==> config.mk <==
export PLATFORM = sky130hd
export DESIGN_NAME = iob_cache_read_channel_axi_split
export DESIGN_NICKNAME = d
export VERILOG_FILES = /design/src/rtl/iob_cache_read_channel_axi_split_pkg.sv /design/src/rtl/iob_cache_read_channel_axi_split_burst_ctr.sv /design/src/rtl/iob_cache_read_channel_axi_split.sv
export SDC_FILE = /design/constraint.sdc
export NUM_CORES = 1
export LEC_CHECK = 0
export ABC_AREA = 1
export CAP_MARGIN = 20
export CORE_UTILIZATION = 30
export CTS_CLUSTER_DIAMETER = 80
export DETAILED_ROUTE_END_ITERATION = 8
export PLACE_DENSITY_LB_ADDON = 0.25
export RECOVER_POWER = 100
export SLEW_MARGIN = 10
export SYNTH_ARGS = -nofsm -noshare
export SYNTH_HDL_FRONTEND = slang
export SYNTH_SLANG_ARGS = --single-unit
==> constraint.sdc <==
create_clock -name clk_i -period 1.3 [get_ports clk_i]
set_input_delay 0.39 -clock clk_i [delete_from_list [all_inputs] [get_ports clk_i]]
set_output_delay 0.39 -clock clk_i [all_outputs]
set_load 0.01 [all_outputs]
==> src/rtl/iob_cache_read_channel_axi_split_pkg.sv <==
// rtl/iob_cache_read_channel_axi_split_pkg.sv - AXI encodings, FSM states and width helpers for the line-fill engine
package iob_cache_read_channel_axi_split_pkg;

   localparam logic [1:0] AXI_BURST_INCR  = 2'b01;
   localparam logic [1:0] AXI_RESP_OKAY   = 2'b00;
   localparam logic [3:0] AXI_CACHE_MODIF = 4'b0011;

   typedef enum logic [1:0] {
      ST_IDLE,
      ST_ADDR,
      ST_DATA,
      ST_END
   } state_t;

   function automatic int max_int(input int a, input int b);
      return (a > b) ? a : b;
   endfunction

   function automatic int min_int(input int a, input int b);
      return (a < b) ? a : b;
   endfunction

endpackage

==> src/rtl/iob_cache_read_channel_axi_split_burst_ctr.sv <==
// rtl/iob_cache_read_channel_axi_split_burst_ctr.sv - beat/burst index and retry counter
// The line beat index is kept as one {burst, beat} word so the last beat of a burst carries into the next burst.
module iob_cache_read_channel_axi_split_burst_ctr
   import iob_cache_read_channel_axi_split_pkg::*;
#(
   parameter int LINE2BE_W = 3,
   parameter int BURST_W   = 1,
   parameter int MAX_RETRY = 2,
   localparam int IDX_W    = max_int(LINE2BE_W, 1),
   localparam int RETRY_W  = max_int($clog2(MAX_RETRY + 1), 1)
) (
   input  logic             clk_i,
   input  logic             reset_n_i,
   input  logic             clear_i,
   input  logic             beat_inc_i,
   input  logic             burst_next_i,
   input  logic             retry_i,
   output logic [IDX_W-1:0] idx_o,
   output logic [IDX_W-1:0] burst_base_o,
   output logic             beat_last_o,
   output logic             burst_last_o,
   output logic             retry_left_o
);

   localparam logic [IDX_W-1:0]   BEAT_MASK = IDX_W'((1 << BURST_W) - 1);
   localparam logic [IDX_W-1:0]   LINE_MASK = IDX_W'((1 << LINE2BE_W) - 1);
   localparam logic [RETRY_W-1:0] RETRY_MAX = RETRY_W'(MAX_RETRY);

   logic [IDX_W-1:0]   idx_q, idx_d;
   logic [RETRY_W-1:0] retry_q, retry_d;

   always_comb begin
      idx_d   = idx_q;
      retry_d = retry_q;
      if (clear_i) begin
         idx_d   = '0;
         retry_d = '0;
      end else if (burst_next_i) begin
         idx_d   = (idx_q + 1'b1) & LINE_MASK;
         retry_d = '0;
      end else if (retry_i) begin
         idx_d   = idx_q & ~BEAT_MASK;
         retry_d = retry_q + 1'b1;
      end else if (beat_inc_i) begin
         idx_d   = (idx_q + 1'b1) & LINE_MASK;
      end
   end

   always_ff @(posedge clk_i or negedge reset_n_i) begin
      if (!reset_n_i) begin
         idx_q   <= '0;
         retry_q <= '0;
      end else begin
         idx_q   <= idx_d;
         retry_q <= retry_d;
      end
   end

   assign idx_o        = idx_q;
   assign burst_base_o = idx_q & ~BEAT_MASK;
   assign beat_last_o  = (idx_q & BEAT_MASK) == BEAT_MASK;
   assign burst_last_o = ((idx_q | BEAT_MASK) & LINE_MASK) == LINE_MASK;
   assign retry_left_o = retry_q < RETRY_MAX;

endmodule

==> src/rtl/iob_cache_read_channel_axi_split.sv <==
// rtl/iob_cache_read_channel_axi_split.sv - AXI4 line-fill read engine with burst splitting and bounded retry
module iob_cache_read_channel_axi_split
   import iob_cache_read_channel_axi_split_pkg::*;
#(
   parameter int ADDR_W        = 32,
   parameter int DATA_W        = 32,
   parameter int BE_ADDR_W     = 32,
   parameter int BE_DATA_W     = 64,
   parameter int WORD_OFFSET_W = 3,
   parameter int AXI_ID_W      = 1,
   parameter int AXI_ID        = 0,
   parameter int AXI_LEN_W     = 8,
   parameter int MAX_BURST_W   = 4,
   parameter int MAX_RETRY     = 2,
   localparam int BE_NBYTES_W  = $clog2(BE_DATA_W / 8),
   localparam int LINE2BE_W    = WORD_OFFSET_W - $clog2(BE_DATA_W / DATA_W),
   localparam int BURST_W      = min_int(LINE2BE_W, MAX_BURST_W),
   localparam int LINE_ADDR_W  = ADDR_W - BE_NBYTES_W - LINE2BE_W,
   localparam int IDX_W        = max_int(LINE2BE_W, 1)
) (
   input  logic                   clk_i,
   input  logic                   reset_n_i,
   input  logic                   replace_valid_i,
   input  logic [LINE_ADDR_W-1:0] replace_addr_i,
   output logic                   replace_o,
   output logic                   read_valid_o,
   output logic [IDX_W-1:0]       read_addr_o,
   output logic [BE_DATA_W-1:0]   read_rdata_o,
   output logic                   error_o,
   output logic [AXI_ID_W-1:0]    axi_arid_o,
   output logic [BE_ADDR_W-1:0]   axi_araddr_o,
   output logic [AXI_LEN_W-1:0]   axi_arlen_o,
   output logic [2:0]             axi_arsize_o,
   output logic [1:0]             axi_arburst_o,
   output logic                   axi_arlock_o,
   output logic [3:0]             axi_arcache_o,
   output logic [2:0]             axi_arprot_o,
   output logic [3:0]             axi_arqos_o,
   output logic                   axi_arvalid_o,
   input  logic                   axi_arready_i,
   input  logic [AXI_ID_W-1:0]    axi_rid_i,
   input  logic [BE_DATA_W-1:0]   axi_rdata_i,
   input  logic [1:0]             axi_rresp_i,
   input  logic                   axi_rlast_i,
   input  logic                   axi_rvalid_i,
   output logic                   axi_rready_o
);

   state_t                 state_q, state_d;
   logic                   err_q, err_d;
   logic                   abort_q, abort_d;
   logic [LINE_ADDR_W-1:0] addr_q, addr_d;

   logic             ctr_clear, ctr_inc, ctr_next, ctr_retry;
   logic [IDX_W-1:0] idx, burst_base;
   logic             beat_last, burst_last, retry_left;
   logic             beat_err, err_now;
   logic [ADDR_W-1:0] ar_line;

   iob_cache_read_channel_axi_split_burst_ctr #(
      .LINE2BE_W (LINE2BE_W),
      .BURST_W   (BURST_W),
      .MAX_RETRY (MAX_RETRY)
   ) u_ctr (
      .clk_i        (clk_i),
      .reset_n_i    (reset_n_i),
      .clear_i      (ctr_clear),
      .beat_inc_i   (ctr_inc),
      .burst_next_i (ctr_next),
      .retry_i      (ctr_retry),
      .idx_o        (idx),
      .burst_base_o (burst_base),
      .beat_last_o  (beat_last),
      .burst_last_o (burst_last),
      .retry_left_o (retry_left)
   );

   // An rlast arriving before the burst's final beat index counts as a bad beat.
   assign beat_err = (axi_rresp_i != AXI_RESP_OKAY) || (axi_rid_i != AXI_ID_W'(AXI_ID))
                     || (axi_rlast_i && !beat_last);
   assign err_now  = err_q || beat_err;

   always_comb begin
      state_d       = state_q;
      err_d         = err_q;
      abort_d       = abort_q;
      addr_d        = addr_q;
      ctr_clear     = 1'b0;
      ctr_inc       = 1'b0;
      ctr_next      = 1'b0;
      ctr_retry     = 1'b0;
      axi_arvalid_o = 1'b0;
      axi_rready_o  = 1'b0;
      read_valid_o  = 1'b0;
      error_o       = 1'b0;
      unique case (state_q)
         ST_IDLE: begin
            if (replace_valid_i) begin
               state_d   = ST_ADDR;
               ctr_clear = 1'b1;
               err_d     = 1'b0;
               abort_d   = 1'b0;
               addr_d    = replace_addr_i;
            end
         end
         ST_ADDR: begin
            axi_arvalid_o = 1'b1;
            if (axi_arready_i) state_d = ST_DATA;
         end
         ST_DATA: begin
            axi_rready_o = 1'b1;
            if (axi_rvalid_i) begin
               read_valid_o = 1'b1;
               if (!axi_rlast_i) begin
                  err_d   = err_now;
                  ctr_inc = !beat_last;
               end else if (!err_now) begin
                  if (burst_last) begin
                     state_d = ST_END;
                  end else begin
                     ctr_next = 1'b1;
                     state_d  = ST_ADDR;
                  end
               end else if (retry_left) begin
                  ctr_retry = 1'b1;
                  err_d     = 1'b0;
                  state_d   = ST_ADDR;
               end else begin
                  abort_d = 1'b1;
                  state_d = ST_END;
               end
            end
         end
         ST_END: begin
            error_o = abort_q;
            state_d = ST_IDLE;
         end
         default: state_d = ST_IDLE;
      endcase
   end

   always_ff @(posedge clk_i or negedge reset_n_i) begin
      if (!reset_n_i) begin
         state_q <= ST_IDLE;
         err_q   <= 1'b0;
         abort_q <= 1'b0;
         addr_q  <= '0;
      end else begin
         state_q <= state_d;
         err_q   <= err_d;
         abort_q <= abort_d;
         addr_q  <= addr_d;
      end
   end

   assign ar_line = (ADDR_W'(addr_q) << (LINE2BE_W + BE_NBYTES_W))
                  | (ADDR_W'(burst_base) << BE_NBYTES_W);

   assign replace_o     = state_q != ST_IDLE;
   assign read_addr_o   = idx;
   assign read_rdata_o  = axi_rdata_i;
   assign axi_arid_o    = AXI_ID_W'(AXI_ID);
   assign axi_araddr_o  = BE_ADDR_W'(ar_line);
   assign axi_arlen_o   = AXI_LEN_W'((1 << BURST_W) - 1);
   assign axi_arsize_o  = 3'(BE_NBYTES_W);
   assign axi_arburst_o = AXI_BURST_INCR;
   assign axi_arlock_o  = 1'b0;
   assign axi_arcache_o = AXI_CACHE_MODIF;
   assign axi_arprot_o  = 3'b000;
   assign axi_arqos_o   = 4'b0000;

endmodule

# --- After elaboration in Yosys (flattened, before gate mapping) ---
# Cells that the tools add are included.
totals:
  reg_bits: 35
  inputBits: 100
classes:
  n_reduce_logical: 15
  eq_ne: 12
  n_addsub: 2
  mux: 38
  order_cmp: 1
ops:
  columns: ["op", "count"]
  rows:
  - ["1-bit 2-to-1 mux", 24]
  - ["2-bit 2-to-1 mux", 11]
  - ["2-bit inequality test (second input constant)", 6]
  - ["2-bit one-hot mux with 4 select lines", 1]
  - ["2-bit nonzero test", 4]
  - ["2-bit == test (second input constant)", 3]
  - ["3-bit inequality test (second input constant)", 2]
  - ["6-bit AND reduction", 1]
  - ["5-bit AND reduction", 1]
  - ["2-bit by 1-bit adder with 2-bit output (second input constant)", 2]
  - ["1-bit one-hot mux with 2 select lines", 2]
  - ["4-bit AND reduction", 1]
  - ["1-bit logical OR", 3]
  - ["3-bit nonzero test", 1]
  - ["2-bit by 1-bit == test with 1-bit output (second input constant)", 1]
  - ["2-bit zero test", 1]
  - ["2-bit < comparator (second input constant)", 1]
  - ["2-bit AND reduction", 1]
  - ["1-bit logical AND", 1]
  - ["1-bit zero test", 1]

# --- Depth between registers and ports, before layout ---
depth:
  word_depth: 11
  mapped_depth: 9

# --- Modules after synthesis ---
# From an unflattened synthesis, not the netlist that was laid out.
unflattened:
  hier_cells: 301
  area_unflattened_um2: 2312.2
by_module_without_submodules:
  columns: ["module", "seq_area_each_um2", "cells_per_inst", "n_inst", "area_each_um2"]
  rows:
  - ["iob_cache_read_channel_axi_split", 775.7, 266, 1, 2060.7]
  - ["iob_cache_read_channel_axi_split_burst_ctr", 100.1, 35, 1, 251.5]

# --- Least setup slack after synthesis ---
# No wires, ideal clock.
synth_timing:
  path_kind: "reg2reg"
  from: "reg u_ctr.idx_q[0], in the netlist u_ctr.idx_o[0]"
  to: "reg err_q"
  setup_ps: 116
  arrival_time_ps: 1172
  period_less_slack_ps: 1288
  setup_slack_ps: 12
  path_stages_with_launch: 10
  cell_sequence: "dfrtp_1 -> ha_1 -> inv_1 -> nand2_1 -> nand3_1 -> nand2_1 -> nand3_1 -> nand2_1 -> nand2_1 -> nand2_1"
synth_between:
  elab_chain_len: 8
  elab_cells_between_ends: 10
  classes_between: "eq/ne: 2; mux: 3; reduce/logical: 5"
synth_rtl:
  columns: ["item", "line", "rtl"]
  rows:
  - ["from (decl)", "iob_cache_read_channel_axi_split_burst_ctr.sv:29", "logic [IDX_W-1:0] idx_q, idx_d;"]
  - ["from (signal assigned)", "iob_cache_read_channel_axi_split_burst_ctr.sv:54", "idx_q <= idx_d;"]
  - ["2-bit == test (*)", "iob_cache_read_channel_axi_split_burst_ctr.sv:61", "assign beat_last_o = (idx_q & BEAT_MASK) == BEAT_MASK;"]
  - ["1-bit zero test (*)", "iob_cache_read_channel_axi_split.sv:80", "|| (axi_rlast_i && !beat_last);"]
  - ["1-bit logical AND (*)", "iob_cache_read_channel_axi_split.sv:80", null]
  - ["1-bit logical OR (*)", "iob_cache_read_channel_axi_split.sv:80", null]
  - ["1-bit logical OR (*)", "iob_cache_read_channel_axi_split.sv:81", "assign err_now = err_q || beat_err;"]
  - ["1-bit 2-to-1 mux", "iob_cache_read_channel_axi_split.sv:114", "if (!axi_rlast_i) begin"]
  - ["1-bit 2-to-1 mux", "iob_cache_read_channel_axi_split.sv:112", "if (axi_rvalid_i) begin"]
  - ["1-bit one-hot mux with 2 select lines", "iob_cache_read_channel_axi_split.sv:96", "unique case (state_q)"]
  - ["to (signal assigned)", "iob_cache_read_channel_axi_split.sv:150", "err_q <= err_d;"]
  - ["to (decl)", "iob_cache_read_channel_axi_split.sv:50", "logic err_q, err_d;"]
# Every way passes the cells marked *; elsewhere a longest branch is shown, timed or not. The select of a mux whose other input is x is not followed.
# A chain may end at the register's enable or synchronous reset.

# --- Final worst setup path ---
layout_timing:
  from: "reg state_q[0]"
  to: "out read_valid_o"
layout_between:
  elab_chain_len: 2
layout_rtl:
  columns: ["item", "line", "rtl"]
  rows:
  - ["from (decl)", "iob_cache_read_channel_axi_split.sv:49", "state_t state_q, state_d;"]
  - ["from (signal assigned)", "iob_cache_read_channel_axi_split.sv:149", "state_q <= state_d;"]
  - ["2-bit == test", "iob_cache_read_channel_axi_split.sv:96", null]
  - ["1-bit 2-to-1 mux", "iob_cache_read_channel_axi_split.sv:96", null]
  - ["to (decl)", "iob_cache_read_channel_axi_split.sv:26", "output logic read_valid_o,"]
# Every way passes these cells.

==> results.py <==
metrics = {
    "run": {
        "maxCapViolCount": 0,
    },
    "cts": {
        "clockRootBuffer": "clkbuf_8",
        "clk-insertion-delay-late_ns": 0.28,
        "cts_tree": "yes",
        "cts_buffers": 5,
        "postCtsHoldBufs": 0,
        "cts_htree_levels": 2,
        "clk_pin_slew_ns": 0.07,
        "clock_sinks": 35,
        "cts_buffer_depth": 2,
    },
    "status": {
        "status": "complete, but fails checks",
        "violations": "setup timing",
    },
    "sta": {
        "tightest_slew_ns": 0.894,
        "finalHoldViolations": 0,
        "slew_headroom": 0.404,
        "setup_viol": 39,
        "fin_worst_skew_ns": 0.00508,
        "fin_crit_ns": 1.51,
        "post-route-worst-setup-slack_ns": -0.208,
        "clock.fmax_mhz": 663,
        "maxSlewViolCount": 0,
        "min_period_over_period": 1.16,
        "rsz0062_at_grt": "true",
    },
    "setup_path": {
        "worst_r2r_path_depth": 10,
        "critPathMaxStageDelay_ns": 0.45,
        "timing.rr.start": "state_q[0]",
        "endpoint_kind": "primary output",
        "rrSetupSlack_ns": -0.19,
        "crit_required_ns": 0.91,
        "crit_buf_inv": 2,
        "worstSetupStartpointType": "register",
        "arrival_ns": 1.12,
        "r2r-end": "addr_q[12]",
        "cp_top_family": "flip-flops",
        "path_cells": "nor2_4 -> nand2_4 -> inv_2 -> buf_6",
        "crit_fanout": 3,
        "crit_type": "register to primary output",
        "cpMaxStageDelayCell": "dfrtp_2",
    },
    "routing": {
        "viasPerCell": 3.91,
        "drc": 0,
        "wl_um": 5240,
        "drtIter0Drc": 41,
        "detail-route-antenna-nets": 0,
        "firstDrtPassIters": 3,
        "vias": 1691,
        "drt-wirelength-per-cell_um": 12.1,
    },
    "floorplanning": {
        "chipHeight_um": 89.0,
        "io_pins": 229,
        "die_w_um": 89.0,
        "fp-row-count": 31,
        "start_util": 0.312,
        "dieArea_mm2": 0.00793,
        "core_mm2": 0.00729,
    },
    "grt": {
        "grt_first_pass_wirelength_um": 7830,
        "grt_overflow": 0,
        "grt_antenna_before_repair": 0,
        "grt_util_all_layers": 0.134,
        "grt_start_max_net_pins": 36,
        "grt_pass1_vias": 1591,
    },
    "place": {
        "placed_cells": 402,
        "gp_congestion": 0.717,
        "portBuffers": 69,
        "dp.final_hpwl_um": 3460,
        "placed_cell_area_mm2": 0.00263,
    },
    "logic_synthesis": {
        "ys_warn_count": 0,
        "yosysSeqAreaShare": 0.385,
        "syn_avg_cell_area_um2": 8.03,
        "syn_inst": 283,
        "syn_area_mm2": 0.00227,
        "netlist-cell-type-count": 24,
        "ys_ff_latch": 35,
    },
    "worst_hold_path": {
        "hp-class": "primary input to async pin",
    },
    "pwr": {
        "intPower_uw": 3710,
        "power.density_mw_per_mm2": 2020,
        "combPwrFrac": 0.559,
        "vdd_drop_max_mv": 0.610,
        "netSwitchingPower_uw": 2260,
        "switching_share": 0.379,
        "seq_power_share": 0.313,
        "leakage_uw": 0.00151,
        "clkPwrFrac": 0.128,
    },
    "cells_and_area": {
        "finalNetCount": 433,
        "layout.cells.non_filler": 432,
        "mostFrequentLayoutCell": "nand2_1",
        "stdcell_area_mm2": 0.00295,
        "num_antenna_cells": 0,
        "area_delta_synth_final_pct": 29.9,
        "drive_gt1_frac": 0.252,
        "layout_common_cells": "98 x nand2_1, 34 x dfrtp_1, 32 x clkdlybuf4s50_1, 31 x conb_1, 30 x clkbuf_1",
    },
}
area by class of cell:
| type | instances | area, um^2 |
|---|---|---|
| fillers | 789 | 4340 |
| repair buffers | 115 | 1050 |
| flip-flops and latches | 35 | 877 |
| multi-input cells | 166 | 772 |
| well taps | 99 | 124 |
| clock buffers | 7 | 76.3 |
| inverters | 9 | 43.8 |
| clock inverters | 1 | 5.00 |
power by group through the flow:
stage                     logic [uW]  registers (uW)  clock network [uW]
final                           3330            1870                 764
after global routing            3700            1930                 856
after CTS                       3410            1880                 810
after detailed placement        2820            1890                   0
after global placement          2780            1900                   0
after floorplan                 1340            2060                   0
cells in the mapped netlist:
master,count,area (um^2)
nor2_1,10,37.5
nand2_2,2,12.5
o21bai_1,1,7.51
nor2_4,2,22.5
dfrtp_1,35,876
a21oi_1,2,10.0
buf_6,3,33.8
ha_1,1,12.5
a31oi_1,1,6.26
o21ai_0,1,5.00
nand4_1,1,6.26
nor2_2,2,12.5
buf_4,96,721
inv_1,6,22.5
xor2_1,1,8.76
nand3_1,6,30.0
buf_2,3,15.0
nor3_1,1,5.00
o21ai_2,1,8.76
nand3_2,1,10.0
nand2_1,101,379
conb_1,2,7.51
nand2_4,1,11.3
inv_2,3,11.3
stage by stage:
step	power [uW]	TNS (ns)	hold slack, ns	worst slack (ns)	utilization
after global routing	6490	-8.38	0.384	-0.259	0.405
after floorplan	3400	0	0.0944	0.0119	-
final	5970	-5.77	0.308	-0.208	0.405
after CTS	6100	-6.79	0.0607	-0.239	0.410
after global placement	4670	-9.74	0.369	-0.630	0.360
after detailed placement	4700	-10.31	0.375	-0.653	0.360
registers in the layout, summed over array words and instances (netlist names):
signal and flops:
abort_q 1, addr_q 27, err_q 1, state_q 2, u_ctr.idx_o 2, u_ctr.retry_q 2
worst max path at each step:
stage | cells past startpoint | start | end | slack [ns]
after CTS | 4 | state_q[0] | replace_o | -0.24
after detailed placement | 4 | axi_rvalid_i | read_valid_o | -0.65
after floorplan | 9 | u_ctr.idx_o[0] | err_q | 0.01
final | 4 | state_q[0] | read_valid_o | -0.21
after global placement | 4 | axi_rvalid_i | read_valid_o | -0.63
after global routing | 4 | state_q[0] | read_valid_o | -0.26
repair_timing:
action	4_1_cts	5_1_grt
pin swaps	3	7
endpoints found under the setup margin	69	58
setup buffers	12	5
cloned	4	1
gates resized for setup	145	34
logic make-up (layout without fill, tap and decap cells):
| logic type | Yosys count | in the layout | share of synthesized area |
|---|---|---|---|
| buffers and inverters | 111 | 132 | 0.354 |
| adder cells (fa/ha/maj) | 1 | 1 | 0.00551 |
| flip-flops | 35 | 35 | 0.385 |
| other | 2 | 31 | 0.00331 |
| AO/OA/AOI/OAI | 6 | 6 | 0.0165 |
| AND/OR/NAND/NOR | 127 | 127 | 0.232 |
| XOR/XNOR | 1 | 1 | 0.00386 |
metal layers:
| metal | GRT usage | routed length, um | share of wire |
|---|---|---|---|
| met5 | 0 | 0 | 0 |
| met4 | 0.0534 | 87 | 0.017 |
| met3 | 0.0425 | 400 | 0.076 |
| met2 | 0.229 | 2600 | 0.50 |
| met1 | 0.158 | 2150 | 0.41 |
Power figures use the tool's default switching activity.
